### src/rtl/fridge_compressor_scheduler.sv
// fridge_compressor_scheduler
//   Sequences the refrigerator compressor and defrost heater. The raw door
//   open/close pulses (I1/I0) and the temperature-high level (x) are
//   synchronised, and the door pulses are reduced to single-cycle edges. A
//   registered FSM (IDLE/COOL/HOLD/DEFROST) then enforces the compressor
//   minimum on and off times and inserts a defrost cycle once enough
//   compressor run time has accumulated.
//
//   Optional feature: define DOOR_ALARM_EN to build the door-left-open
//   alarm counter. Without it, door_alarm is tied low and no counter exists.
//
//   Counter semantics: on_cnt, off_cnt and dcnt hold the number of cycles
//   already completed in the current state. They read 0 in the first cycle
//   of a state and clear whenever that state is left, so they always start
//   from 0 on the next entry.

module fridge_compressor_scheduler #(
  parameter int CNT_W             = 16,
  parameter int MIN_ON            = 4,
  parameter int MIN_OFF           = 3,
  parameter int DEFROST_INTERVAL  = 10,
  parameter int DEFROST_LEN       = 5,
  parameter int DOOR_ALARM_CYCLES = 6
) (
  input  logic       sync_clk,
  input  logic       reset,
  input  logic       I0,
  input  logic       I1,
  input  logic       x,
  output logic       compressor_on,
  output logic       defrost_on,
  output logic       Z,
  output logic       door_alarm,
  output logic [1:0] state
);

  // State encoding is visible on the state port, so the values are fixed.
  localparam logic [1:0] ST_IDLE    = 2'd0;
  localparam logic [1:0] ST_COOL    = 2'd1;
  localparam logic [1:0] ST_HOLD    = 2'd2;
  localparam logic [1:0] ST_DEFROST = 2'd3;

  // Thresholds, pre-sized to the counter width.
  // The "-1" forms compare against cycles already completed, so the
  // cycle that satisfies the compare is the last one spent in the state.
  localparam logic [CNT_W-1:0] MIN_ON_LAST      = CNT_W'(MIN_ON - 1);
  localparam logic [CNT_W-1:0] MIN_OFF_LAST     = CNT_W'(MIN_OFF - 1);
  localparam logic [CNT_W-1:0] DEFROST_LAST     = CNT_W'(DEFROST_LEN - 1);
  localparam logic [CNT_W-1:0] DEFROST_THRESH   = CNT_W'(DEFROST_INTERVAL);

  // Saturating increment shared by every counter in the block.
  function automatic logic [CNT_W-1:0] sat_inc(input logic [CNT_W-1:0] v);
    return (&v) ? v : v + CNT_W'(1);
  endfunction

  // ---------------------------------------------------------------------------
  // Input synchronisation
  // ---------------------------------------------------------------------------
  logic i0_s1, i0_s2, i0_s3;
  logic i1_s1, i1_s2, i1_s3;
  logic x_s1, x_s2;

  logic open_edge;
  logic close_edge;
  logic x_s;

  // Two-flop synchronisers for all asynchronous inputs; the third door flop
  // only exists to form the rising-edge detect.
  always_ff @(posedge sync_clk or posedge reset) begin
    if (reset) begin
      i0_s1 <= 1'b0;
      i0_s2 <= 1'b0;
      i0_s3 <= 1'b0;
      i1_s1 <= 1'b0;
      i1_s2 <= 1'b0;
      i1_s3 <= 1'b0;
      x_s1  <= 1'b0;
      x_s2  <= 1'b0;
    end else begin
      // NOTE: non-blocking assignments make each flop take the value its
      // predecessor held before the edge, which is what builds a real chain.
      i0_s1 <= I0;
      i0_s2 <= i0_s1;
      i0_s3 <= i0_s2;
      i1_s1 <= I1;
      i1_s2 <= i1_s1;
      i1_s3 <= i1_s2;
      x_s1  <= x;
      x_s2  <= x_s1;
    end
  end

  assign open_edge  = i1_s2 & ~i1_s3;
  assign close_edge = i0_s2 & ~i0_s3;
  assign x_s        = x_s2;

  // ---------------------------------------------------------------------------
  // Door status
  // ---------------------------------------------------------------------------
  logic z_next;

  // Next door status: an open edge wins over a simultaneous close edge.
  always_comb begin
    if (open_edge) begin
      z_next = 1'b1;
    end else if (close_edge) begin
      z_next = 1'b0;
    end else begin
      z_next = Z;
    end
  end

  // Door status register.
  always_ff @(posedge sync_clk or posedge reset) begin
    if (reset) begin
      Z <= 1'b0;
    end else begin
      Z <= z_next;
    end
  end

  // ---------------------------------------------------------------------------
  // Compressor FSM
  // ---------------------------------------------------------------------------
  logic [1:0]       state_next;
  logic [CNT_W-1:0] on_cnt;
  logic [CNT_W-1:0] off_cnt;
  logic [CNT_W-1:0] dcnt;
  logic [CNT_W-1:0] run_acc;

  // Next-state decision. The door opening during COOL overrides the minimum
  // on time; DEFROST ignores both the door and the temperature flag.
  always_comb begin
    // NOTE: the default assignment up front means every path drives
    // state_next, so no latch is inferred.
    state_next = state;
    case (state)
      ST_IDLE: begin
        if (run_acc >= DEFROST_THRESH) begin
          state_next = ST_DEFROST;
        end else if (x_s && !Z) begin
          state_next = ST_COOL;
        end
      end
      ST_COOL: begin
        if (Z) begin
          state_next = ST_HOLD;
        end else if (!x_s && (on_cnt >= MIN_ON_LAST)) begin
          state_next = ST_HOLD;
        end
      end
      ST_HOLD: begin
        if (off_cnt == MIN_OFF_LAST) begin
          state_next = ST_IDLE;
        end
      end
      ST_DEFROST: begin
        if (dcnt == DEFROST_LAST) begin
          state_next = ST_HOLD;
        end
      end
      default: begin
        state_next = ST_HOLD;
      end
    endcase
  end

  // State register and per-state cycle counters. Reset lands in HOLD so the
  // compressor always gets its rest period after power-up or a fault reset.
  always_ff @(posedge sync_clk or posedge reset) begin
    if (reset) begin
      state   <= ST_HOLD;
      on_cnt  <= '0;
      off_cnt <= '0;
      dcnt    <= '0;
    end else begin
      state   <= state_next;
      on_cnt  <= (state == ST_COOL    && state_next == ST_COOL)    ? sat_inc(on_cnt)  : '0;
      off_cnt <= (state == ST_HOLD    && state_next == ST_HOLD)    ? sat_inc(off_cnt) : '0;
      dcnt    <= (state == ST_DEFROST && state_next == ST_DEFROST) ? sat_inc(dcnt)    : '0;
    end
  end

  // Accumulated compressor run time; every COOL cycle counts, and a completed
  // defrost starts the accumulation over.
  always_ff @(posedge sync_clk or posedge reset) begin
    if (reset) begin
      run_acc <= '0;
    end else if (state == ST_COOL) begin
      run_acc <= sat_inc(run_acc);
    end else if (state == ST_DEFROST && state_next == ST_HOLD) begin
      run_acc <= '0;
    end
  end

  // ---------------------------------------------------------------------------
  // Door-left-open alarm
  // ---------------------------------------------------------------------------
`ifdef DOOR_ALARM_EN
  logic [CNT_W-1:0] door_cnt;

  localparam logic [CNT_W-1:0] DOOR_ALARM_THRESH = CNT_W'(DOOR_ALARM_CYCLES);

  // Counts cycles with the door open, including the cycle Z rises; it
  // follows z_next so it clears on the same edge that clears Z.
  always_ff @(posedge sync_clk or posedge reset) begin
    if (reset) begin
      door_cnt <= '0;
    end else if (z_next) begin
      door_cnt <= sat_inc(door_cnt);
    end else begin
      door_cnt <= '0;
    end
  end

  assign door_alarm = (door_cnt >= DOOR_ALARM_THRESH);
`else
  assign door_alarm = 1'b0;
`endif

  // ---------------------------------------------------------------------------
  // Output decode from registered state
  // ---------------------------------------------------------------------------
  assign compressor_on = (state == ST_COOL);
  assign defrost_on    = (state == ST_DEFROST);

endmodule
### config.mk
export PLATFORM = sky130hd
export DESIGN_NAME = fridge_compressor_scheduler
export DESIGN_NICKNAME = d
export VERILOG_FILES = /design/src/rtl/fridge_compressor_scheduler.sv
export SDC_FILE = /design/constraint.sdc
export NUM_CORES = 1
export LEC_CHECK = 0
export BUFFER_PORTS_ARGS = -buffer_cell sky130_fd_sc_hd__clkbuf_2
export CORE_UTILIZATION = 35
export DETAILED_ROUTE_END_ITERATION = 16
export HOLD_SLACK_MARGIN = 0.08
export PLACE_DENSITY = 0.56
export REMOVE_ABC_BUFFERS = 1
export SLEW_MARGIN = 20
export SYNTH_ARGS = -nofsm -noshare
export SYNTH_HDL_FRONTEND = slang
export SYNTH_SLANG_ARGS = --single-unit
### constraint.sdc
create_clock -name sync_clk -period 7.2 [get_ports sync_clk]
set_input_delay 1.44 -clock sync_clk [delete_from_list [all_inputs] [get_ports sync_clk]]
set_output_delay 1.44 -clock sync_clk [all_outputs]
set_load 0.02 [all_outputs]
# Word level (Yosys, flattened, before mapping)
# Cells that the tools add are included.
op_classes:
  magnitude_cmp: 2
  reduce_logical: 16
  div: 0
  mul: 0
  bitwise: 4
  eq_ne: 12
  muxes: 18
  shifts: 0
  addsub: 4
op_table:
  columns: ["operator", "count"]
  rows:
  - ["$mux W16", 9]
  - ["$add A16 B1 Y16 const B", 4]
  - ["$reduce_and A16 Y1", 4]
  - ["$eq A16 B2 Y1 const B", 1]
  - ["$eq A16 B3 Y1 const B", 1]
  - ["$ge A16 B2 Y1 const B", 1]
  - ["$ge A16 B4 Y1 const B", 1]
  - ["$mux W2", 6]
  - ["$eq A2 B2 Y1 const B", 4]
  - ["$ne A2 B2 Y1 const B", 4]
  - ["$pmux W2 S4", 1]
  - ["$logic_and A1 B1 Y1", 6]
  - ["$eq A2 B1 Y1 const B", 2]
  - ["$reduce_bool A2 Y1", 2]
  - ["$and A1 B1 Y1", 2]
  - ["$logic_not A1 Y1", 2]
  - ["$logic_not A2 Y1", 1]
  - ["$mux W1", 2]
  - ["$not A1 Y1", 2]
  - ["$reduce_and A2 Y1", 1]
word_totals:
  n_memories: 0
  mem_bits_rw: 0
  out_inout_bits: 6
  in_bits: 5
  romBits: 0
  latch_bits: 0
  wordCells: 70
  register_bits: 75

# Depth between registers and ports, before layout
# Gate-level depths: netlist of the first run.
depth:
  word_depth: 9
  depth_mapped: 7
  depth_no_buf: 6

# Worst setup path before layout of the first run
# Ideal clock, no wire load.
synth_path:
  path_kind: "flip-flop to output port"
  start: "register state[1]"
  end: "output compressor_on"
  stages_incl_launch_ff: 4
  setup_slack_ns: 4.649
  required_time_ns: 5.760
  n_path_buf: 1
  t_arrival_ns: 1.111
  path_cell_list: "dfstp_2 > nand2b_1 > clkbuf_1 > inv_1"
synth_via:
  elab_chain_len: 1
synth_lines:
  columns: ["element", "line", "source"]
  rows:
  - ["from (decl)", "34", "output logic [1:0] state"]
  - ["from (signal assigned)", "177", "state <= state_next;"]
  - ["$eq A2 B1 Y1", "224", "assign compressor_on = (state == ST_COOL);"]
  - ["to (decl)", "30", "output logic compressor_on,"]
# Every way passes these cells.

# Worst setup path in the final report of the first run
# Ends and elaborated chain as after synthesis.

==> results of run 1 <==
==> kinds of logic after synthesis <==
kind of cell,count (synthesis),synth area share
fa+ha+maj,7,0.0211
compound gates,115,0.177
flops,75,0.453
buf+inv,28,0.0268
simple gates,206,0.288
mux,13,0.0314
xor+xnor,1,0.00211
other cells,1,0.000904
==> worst max-delay path, delay by kind of cell, from the launching register on <==
kind                   cells  cell delay (ns)
buffers and inverters      2             0.32
and+or+nand+nor            1             0.27
DFF                        1             0.59
==> routing by layer <==
metal,global-route usage,share of wire
met3,0.0394,0.030
met5,0,0
met2,0.264,0.48
met1,0.225,0.48
met4,0.0613,0.012
==> area by class of cell <==
type | count | area (µm²) | share of cell area
multi-input combinational | 343 | 2160 | 0.465
timing repair buffer | 11 | 60.1 | 0.0129
tap | 143 | 179 | 0.0384
sequential | 75 | 1880 | 0.403
inverter | 15 | 56.3 | 0.0121
clock buffer | 10 | 239 | 0.0513
clock inverter | 5 | 77.6 | 0.0167
==> power by group through the flow <==
stage          registers, W  clock network, W  logic [W]
2_1_floorplan      0.000505                 0   0.000156
3_3_place_gp       0.000506                 0   0.000228
3_5_place_dp       0.000510                 0   0.000233
4_1_cts            0.000502          0.000492   0.000232
5_1_grt            0.000510          0.000512   0.000263
6_report           0.000503          0.000478   0.000228
==> metrics by stage <==
step / area [µm²] / utilization / hold slack, ns / setup WS [ns]
detailed placement: 4330 / 0.378 / 0.342 / 4.62
global placement: 4330 / 0.378 / 0.335 / 4.64
finish: 4650 / 0.406 / 0.350 / 4.26
CTS: 4650 / 0.405 / 0.355 / 4.25
global route: 4650 / 0.406 / 0.366 / 4.15
floorplan: 4090 / - / 0.331 / 3.85
==> cell usage after synthesis, types with 2 or more instances <==
cell | number | area share
and2_1 | 4 | 0.0060
or4_1 | 14 | 0.025
nor4_1 | 22 | 0.033
dfrtp_1 | 74 | 0.45
a31oi_1 | 7 | 0.011
nand2_1 | 37 | 0.033
a311oi_1 | 3 | 0.0063
nand2b_1 | 6 | 0.0091
o21bai_1 | 2 | 0.0036
o21ai_0 | 25 | 0.030
inv_1 | 15 | 0.014
a41oi_1 | 2 | 0.0042
nor2_1 | 26 | 0.024
mux2i_1 | 13 | 0.031
buf_2 | 2 | 0.0024
nand4_2 | 2 | 0.0060
o31ai_1 | 15 | 0.027
a211oi_1 | 8 | 0.014
and4_1 | 7 | 0.015
o41ai_1 | 3 | 0.0063
or4b_1 | 2 | 0.0048
clkbuf_1 | 10 | 0.0091
a21oi_1 | 38 | 0.046
a41o_1 | 2 | 0.0048
nand3_1 | 25 | 0.030
or4_4 | 2 | 0.0054
and3_1 | 4 | 0.0060
nor3_1 | 14 | 0.017
or2_2 | 3 | 0.0045
or3_1 | 9 | 0.014
nand4_1 | 15 | 0.023
nor3b_1 | 4 | 0.0072
a2111o_1 | 3 | 0.0081
ha_1 | 7 | 0.021
==> state kept, by name, summed over array words and instances (netlist names) <==
register and flops:
x_s1 1, off_cnt 16, Z 1, i1_s2 1, dcnt 16, i0_s2 1
x_s 1, i1_s3 1, i0_s1 1, on_cnt 16, run_acc 16, i1_s1 1
i0_s3 1, state 2
==> worst paths after layout <==
path / to / slack [ns]
worst min register to register: i1_s2$_DFF_PP0_ / 0.35
max in group asynchronous: off_cnt[15]$_DFFE_PP0P_ / 5.17
worst max register to register: run_acc[14]$_DFFE_PP0P_ / 4.82
worst min-delay path: i1_s2$_DFF_PP0_ / 0.35
worst max-delay path: compressor_on / 4.26
min in group asynchronous: x_s1$_DFF_PP0_ / 1.37
==> run_results.csv, run 1 <==
group,metric,value,unit
outcome,status,"complete, no violations",
yosys,syn_area,0.00415,mm²
setup_path,crit_type,"flip-flop to primary output",
power,pwr-share-clk,0.395,
drt,drc,0,
grt,grt_start_max_net_pins,76,
placement,dp_cells,587,
cts,clk_pin_slew,0.06,ns
yosys,synth-edff-count,0,
cts,cts_sinks,75,
drt,postRouteAntennaNets,0,
setup_path,required,5.76,ns
power,p_seq_frac,0.416,
setup_path,crit_arrival,1.50,ns
power,total_power,0.00121,W
yosys,synthFlopType,"dfrtp_1",
yosys,seq_area_frac_synth,0.453,
power,sw_frac_of_total,0.305,
sta,setup_viol,0,
power,p_sw,0.000369,W
yosys,async_reset_ff_frac,1.00,
yosys,yosys_register_bits,75,
drt,wl_per_cell,15.5,µm
power,p_comb_frac,0.188,
cts,post_cts_buffers,0,
worst_hold_path,min_from,"i1_s1$_DFF_PP0_",
final_layout,drive_gt1_frac,0.0915,
die,ios,11,
setup_path,critPathMaxStageDelay,0.59,ns
grt,grt_pass1_vias,3561,
setup_path,crit_path_top_delay_cell,"dfstp_2",
setup_path,worstPathMaxFanout,8,
setup_path,cp-start-kind,"flip-flop",
power,max-vdd-ir-drop,0.160,mV
yosys,yosysUniqueCellTypes,55,
die,core-area,0.0115,mm²
final_layout,area_growth,12.2,%
final_layout,layoutNonFillerInstCount,602,
placement,dp_hpwl,6230,µm
sta,period_needed,2.94,ns
final_layout,final_common_cell,"dfrtp_1",
sta,max_freq,340,MHz
drt,num_vias,3549,
yosys,yosysWarningCount,0,
cts,cts_made_buffers,9,
worst_hold_path,whs_path_depth,0,
grt,grt_use_total,0.168,
run,maxCapViolations,0,
worst_hold_path,hold_path.class,"flip-flop to flip-flop",
grt,grt_antenna_before_repair,0,
setup_path,crit_start,"state[1]$_DFF_PP1_",
power,power.leakage,1.78,nW
final_layout,final_cell_mix,"dfrtp_1, a21oi_1, nand2_1, nor2_1",
setup_path,path_cells,"nand2b_1 -> inv_1 -> clkbuf_2",
die,die_h,111,µm
sta,hold_violations,0,
cts,cts_buffer_depth,2,
final_layout,diodes,0,
cts,cts_hold_buf,0,
cts,tritoncts,"done",
drt,drt_iter0_drc,253,
final_layout,fillers,1124,
yosys,synthCells,446,
placement,io_buffers,9,
sta,worstMarginPinSlew,0.966,ns
cts,htreeDepth,3,
setup_path,r2r_cells,6,
placement,gp_congestion,0.810,
die,start_util,0.362,
sta,tns,0,ns
drt,first_pass_iters,4,
setup_path,reg2reg_from,"dcnt[0]$_DFFE_PP0P_",
grt,grt_pass1_wl,17000,µm
die,dieArea,0.0123,mm²
sta,maxSlewViolCount,0,
sta,slew_headroom,0.356,
die,fp-row-count,39,
die,die_width,111,µm
power,internal-power,0.000840,W
setup_path,endpoint_kind,"primary output",
grt,grt.overflow.total,0,
cts,clockRootBuffer,"clkbuf_16",
sta,finalClockSkew,0.00846,ns
sta,timing.final.crit_share,0.409,
cts,insertion_delay,0.33,ns
drt,viasPerCell,5.90,
drt,wl,9350,µm
final_layout,final_nets,467,
power,power_density,260,mW/mm²
cts,cts_resized,0,
yosys,avgSynthCellArea,9.30,µm²
sta,rsz0062_at_grt,"false",
Note: power is estimated with default switching activity, not from simulation.
==> inputs of run 2 (changes only) <==
Settings changed: PLACE_DENSITY 0.56 to 0.58.
Clock period 7.2 ns to 2.4 ns, I/O delays scaled along.
==> run 2 against run 1 <==
Against the previous run: sequential power rose to 3.0 times the previous value; wire length is 1.8% higher; non-clock buffer count up 7; combinational power rose to 3.1 times the previous value; total power grew to 3.0 times the previous value; largest cell class unchanged; highest routed layer unchanged.
==> run_results.csv, run 2 (synthesis results as in run 1) <==
group,metric,value,unit
outcome,status,"complete, no violations",
cts,insertion_delay,0.34,ns
power,pwr-share-clk,0.377,
die,fp-row-count,39,
cts,post_cts_buffers,0,
power,p_comb_frac,0.200,
setup_path,required,2.63,ns
grt,grt-busiest-layer,"met2",
final_layout,multiInputGateArea,0.00216,mm²
setup_path,critPathTopFamily,"simple AND/OR/NAND/NOR gates",
cts,cts_resized,0,
sta,timing.final.crit_share,0.866,
setup_path,path_cells,"nand4_2 -> or4_4 -> or4b_1 -> o211a_1",
grt,met1_usage,0.217,
cts,cts_buffer_depth,2,
drt,num_vias,3541,
sta,period_needed,2.08,ns
cts,cts_made_buffers,9,
setup_path,critical_path_buf_inv_count,0,
grt,grt_use_total,0.167,
power,sw_frac_of_total,0.321,
grt,met2_usage,0.262,
setup_path,crit_type,"flip-flop to flip-flop",
grt,grt.overflow.total,0,
power,max-vdd-ir-drop,0.380,mV
placement,dp_hpwl,6380,µm
cts,tritoncts,"done",
sta,finalClockSkew,0.00692,ns
final_layout,seqCellArea,0.00188,mm²
power,power.leakage,1.80,nW
sta,worstMarginPinSlew,0.847,ns
final_layout,area_growth,13.1,%
power,internal-power,0.00243,W
grt,grt_pass1_wl,16700,µm
sta,setup_viol,0,
final_layout,fillers,1128,
cts,cts_hold_buf,0,
power,total_power,0.00358,W
sta,maxSlewViolCount,0,
drt,viasPerCell,5.80,
final_layout,final_cell_mix,"dfrtp_1, a21oi_1, nand2_1, nor2_1",
die,core-area,0.0115,mm²
die,start_util,0.362,
setup_path,worstPathMaxFanout,10,
power,p_sw,0.00115,W
grt,grt_antenna_before_repair,0,
cts,cts_sinks,75,
drt,wl_per_cell,15.6,µm
setup_path,endpoint_kind,"flip-flop",
sta,rsz0062_at_grt,"false",
sta,max_freq,481,MHz
setup_path,cp-start-kind,"flip-flop",
worst_hold_path,hold_path.class,"primary input to asynchronous set/reset pin",
power,p_seq_frac,0.424,
sta,tns,0,ns
drt,drt_iter0_drc,287,
final_layout,final_nets,474,
setup_path,critPathMaxStageDelay,0.63,ns
sta,slew_headroom,0.428,
run,maxCapViolations,0,
grt,grt_start_max_net_pins,76,
power,power_density,763,mW/mm²
setup_path,crit_path_top_delay_cell,"or4_4",
grt,grt_pass1_vias,3483,
drt,wl,9510,µm
sta,hold_violations,0,
drt,postRouteAntennaNets,0,
cts,htreeDepth,3,
placement,gp_congestion,0.861,
cts,clockRootBuffer,"clkbuf_16",
grt,gr-usage-met3,0.0470,
drt,drc,0,
final_layout,diodes,0,
cts,clk_pin_slew,0.06,ns
die,ios,11,
drt,first_pass_iters,6,
die,die_h,111,µm
placement,io_buffers,9,
die,die_width,111,µm
setup_path,crit_arrival,2.31,ns
final_layout,final_common_cell,"dfrtp_1",
die,dieArea,0.0123,mm²
final_layout,drive_gt1_frac,0.103,
run 2: cell count changes in the layout (fill, tap and decap cells not counted), sizes merged:
cell / previous run / this run
bufinv: 2 / 1
clkinvlp: 1 / 3
buf: 2 / 9
run 2: final timing paths:
check	from	to	slack, ns	depth (start not counted)
worst max-delay path	dcnt[3]$_DFFE_PP0P_	dcnt[15]$_DFFE_PP0P_	0.32	4
worst min-delay path	reset	i1_s2$_DFF_PP0_	0.21	3
worst max register to register	dcnt[3]$_DFFE_PP0P_	dcnt[15]$_DFFE_PP0P_	0.32	4
worst min register to register	x_s1$_DFF_PP0_	x_s$_DFF_PP0_	0.35	0
max in group asynchronous	reset	state[1]$_DFF_PP1_	1.85	3
min in group sync_clk	I1	i1_s1$_DFF_PP0_	0.25	1
run 2: per-stage QoR:
step | cell area [µm²] | utilization | worst slack [ns] | instances | hold slack [ns]
floorplan | 4090 | - | 0.0117 | 433 | 0.331
global placement | 4400 | 0.383 | 0.412 | 594 | 0.331
detailed placement | 4400 | 0.383 | 0.338 | 594 | 0.337
CTS | 4690 | 0.409 | 0.329 | 610 | 0.224
global route | 4690 | 0.409 | 0.106 | 610 | 0.230
finish | 4690 | 0.409 | 0.322 | 610 | 0.208
run 2: layout make-up:
| class | instances | share of cell area |
|---|---|---|
| clock buffers | 10 | 0.0488 |
| flip-flops and latches | 75 | 0.400 |
| inverters | 15 | 0.0120 |
| well taps | 143 | 0.0381 |
| clock inverters | 6 | 0.0141 |
| multi-input cells | 343 | 0.460 |
| repair buffers | 18 | 0.0267 |
run 2: tightest hold or removal path, stage by stage:
cell	delay (ns)
clkbuf_2	0.08
inv_2	0.06
buf_12	0.33
run 2: per-layer routing:
metal | wire, µm | vias to the layer above | share of wire
li1 | - | 1758 | -
met1 | 4570 | 1707 | 0.48
met2 | 4470 | 61 | 0.47
met3 | 340 | 15 | 0.036
met4 | 132 | 0 | 0.014
met5 | 0 | - | 0
run 2: power groups by stage:
stage          clock [W]  sequential [W]  combinational, W
2_1_floorplan          0         0.00152          0.000467
3_3_place_gp           0         0.00153          0.000706
3_5_place_dp           0         0.00154          0.000720
4_1_cts          0.00139         0.00151          0.000725
5_1_grt          0.00144         0.00154          0.000810
6_report         0.00135         0.00152          0.000715
==> inputs of run 3 (changes only) <==
Settings changed: CORE_MARGIN from default to 5.
==> run 3 against run 2 <==
Against the previous run: utilization fell by 0.054 points; via count is 0.90% higher; global-route usage fell by 2.6 points; worst hold slack got worse by 0.033 ns; sequential share of layout area fell by 0.12 points; clock skew is 0.0010 ns lower; sequential power is essentially flat; worst setup slack better by 0.0082 ns; wire length decreased by 0.32%; non-clock buffer count increased by 2; largest cell class unchanged; highest routed layer unchanged.
==> run_results.csv, run 3 (synthesis results as in run 1) <==
group,metric,value,unit
setup_path,r2r_cells,4,
power,p_comb_frac,0.206,
power,sw_frac_of_total,0.320,
grt,grt_pass1_wl,16700,µm
drt,viasPerCell,5.84,
run,maxCapViolations,0,
grt,gr-usage-met3,0.0299,
sta,tns,0,ns
setup_path,crit_type,"flip-flop to flip-flop",
worst_hold_path,hold_path.class,"primary input to asynchronous set/reset pin",
final_layout,drive_gt1_frac,0.107,
setup_path,endpoint_kind,"flip-flop",
die,die_width,119,µm
drt,wl_per_cell,15.5,µm
sta,setup_viol,0,
power,max-vdd-ir-drop,0.417,mV
setup_path,critical_path_buf_inv_count,0,
final_layout,diodes,0,
grt,grt_use_total,0.141,
sta,timing.final.crit_share,0.863,
drt,num_vias,3573,
setup_path,crit_cells,4,
cts,cts_buffer_depth,2,
outcome,status,"complete, no violations",
die,start_util,0.360,
setup_path,critPathTopFamily,"simple AND/OR/NAND/NOR gates",
final_layout,final_nets,476,
power,pwr-share-clk,0.360,
setup_path,worstPathMaxFanout,10,
drt,drt_iter0_drc,252,
cts,clockRootBuffer,"clkbuf_16",
sta,finalClockSkew,0.00591,ns
sta,max_freq,483,MHz
die,core-area,0.0115,mm²
placement,gp_congestion,0.892,
setup_path,crit_path_top_delay_cell,"or4_4",
die,die_h,119,µm
final_layout,multiInputGateArea,0.00216,mm²
power,internal-power,0.00239,W
grt,met1_usage,0.193,
final_layout,layoutNonFillerInstCount,612,
sta,rsz0062_at_grt,"false",
final_layout,fillers,1144,
cts,htreeDepth,3,
cts,insertion_delay,0.33,ns
die,ios,11,
grt,met2_usage,0.223,
cts,clk_pin_slew,0.06,ns
setup_path,path_cells,"nand4_2 -> or4_4 -> or4b_1 -> o211a_1",
final_layout,final_cell_mix,"dfrtp_1, a21oi_1, nand2_1, nor2_1",
cts,cts_sinks,75,
sta,period_needed,2.07,ns
setup_path,required,2.61,ns
cts,cts_made_buffers,9,
power,power.leakage,1.82,nW
placement,io_buffers,9,
power,p_sw,0.00113,W
power,power_density,747,mW/mm²
drt,wl,9480,µm
cts,post_cts_buffers,0,
die,dieArea,0.0141,mm²
final_layout,final_common_cell,"dfrtp_1",
cts,cts_resized,0,
sta,slew_headroom,0.450,
grt,grt.overflow.total,0,
placement,dp_cells,596,
final_layout,seqCellArea,0.00188,mm²
setup_path,cp-start-kind,"flip-flop",
cts,cts_hold_buf,0,
placement,dp_hpwl,6510,µm
die,fp-row-count,39,
power,p_seq_frac,0.434,
sta,worstMarginPinSlew,0.815,ns
drt,drc,0,
grt,grt_antenna_before_repair,0,
grt,grt-busiest-layer,"met2",
grt,grt_pass1_vias,3461,
final_layout,area_growth,13.5,%
setup_path,critPathMaxStageDelay,0.62,ns
setup_path,crit_arrival,2.28,ns
sta,maxSlewViolCount,0,
cts,tritoncts,"done",
drt,postRouteAntennaNets,0,
sta,hold_violations,0,
drt,first_pass_iters,4,
grt,grt_start_max_net_pins,48,
[run 3: changes by cell type in the layout (fill, tap and decap cells not counted), sizes merged]
cell / change
buf: +2
clkbuf: +2
bufinv: -1
clkinvlp: -1
[run 3: per-layer routing]
layer / part of all wire / up-vias
li1: - / 1763
met3: 0.030 / 10
met2: 0.47 / 53
met5: 0 / -
met4: 0.015 / 0
met1: 0.49 / 1747
[run 3: layout make-up]
class                      instances  area share
timing repair buffer              20      0.0324
clock inverter                     4     0.00532
sequential                        75       0.399
tap                              143      0.0380
multi-input combinational        343       0.459
inverter                          15      0.0120
clock buffer                      12      0.0545
[run 3: final timing paths]
kind                                     startpoint                   end  slack (ns)
worst max-delay path            dcnt[3]$_DFFE_PP0P_  dcnt[15]$_DFFE_PP0P_        0.33
worst min-delay path                          reset   dcnt[6]$_DFFE_PP0P_        0.17
worst max register to register  dcnt[3]$_DFFE_PP0P_  dcnt[15]$_DFFE_PP0P_        0.33
worst min register to register       x_s1$_DFF_PP0_         x_s$_DFF_PP0_        0.35
max in group asynchronous                     reset    state[1]$_DFF_PP1_        1.91
min in group sync_clk                            I1       i1_s1$_DFF_PP0_        0.26
[run 3: power groups by stage]
stage | Combinational, W | Sequential [W] | Clock (W)
2_1_floorplan | 0.000467 | 0.00152 | 0
3_3_place_gp | 0.000728 | 0.00154 | 0
3_5_place_dp | 0.000736 | 0.00155 | 0
4_1_cts | 0.000737 | 0.00152 | 0.00131
5_1_grt | 0.000833 | 0.00155 | 0.00136
6_report | 0.000725 | 0.00153 | 0.00126
[run 3: tightest hold or removal path, stage by stage]
cell      delay [ns]
clkbuf_2        0.08
inv_2           0.09
buf_12          0.20
[run 3: stage by stage]
stage                     hold slack, ns  instance area, µm²  total power, W   util  setup slack (ns)
after global routing               0.194                4710         0.00374  0.409             0.136
final                              0.175                4710         0.00352  0.409             0.330
after detailed placement           0.337                4420         0.00228  0.384             0.356
after global placement             0.332                4420         0.00227  0.384             0.420
after floorplan                    0.331                4090         0.00198      -            0.0117
after CTS                          0.173                4710         0.00357  0.409             0.342
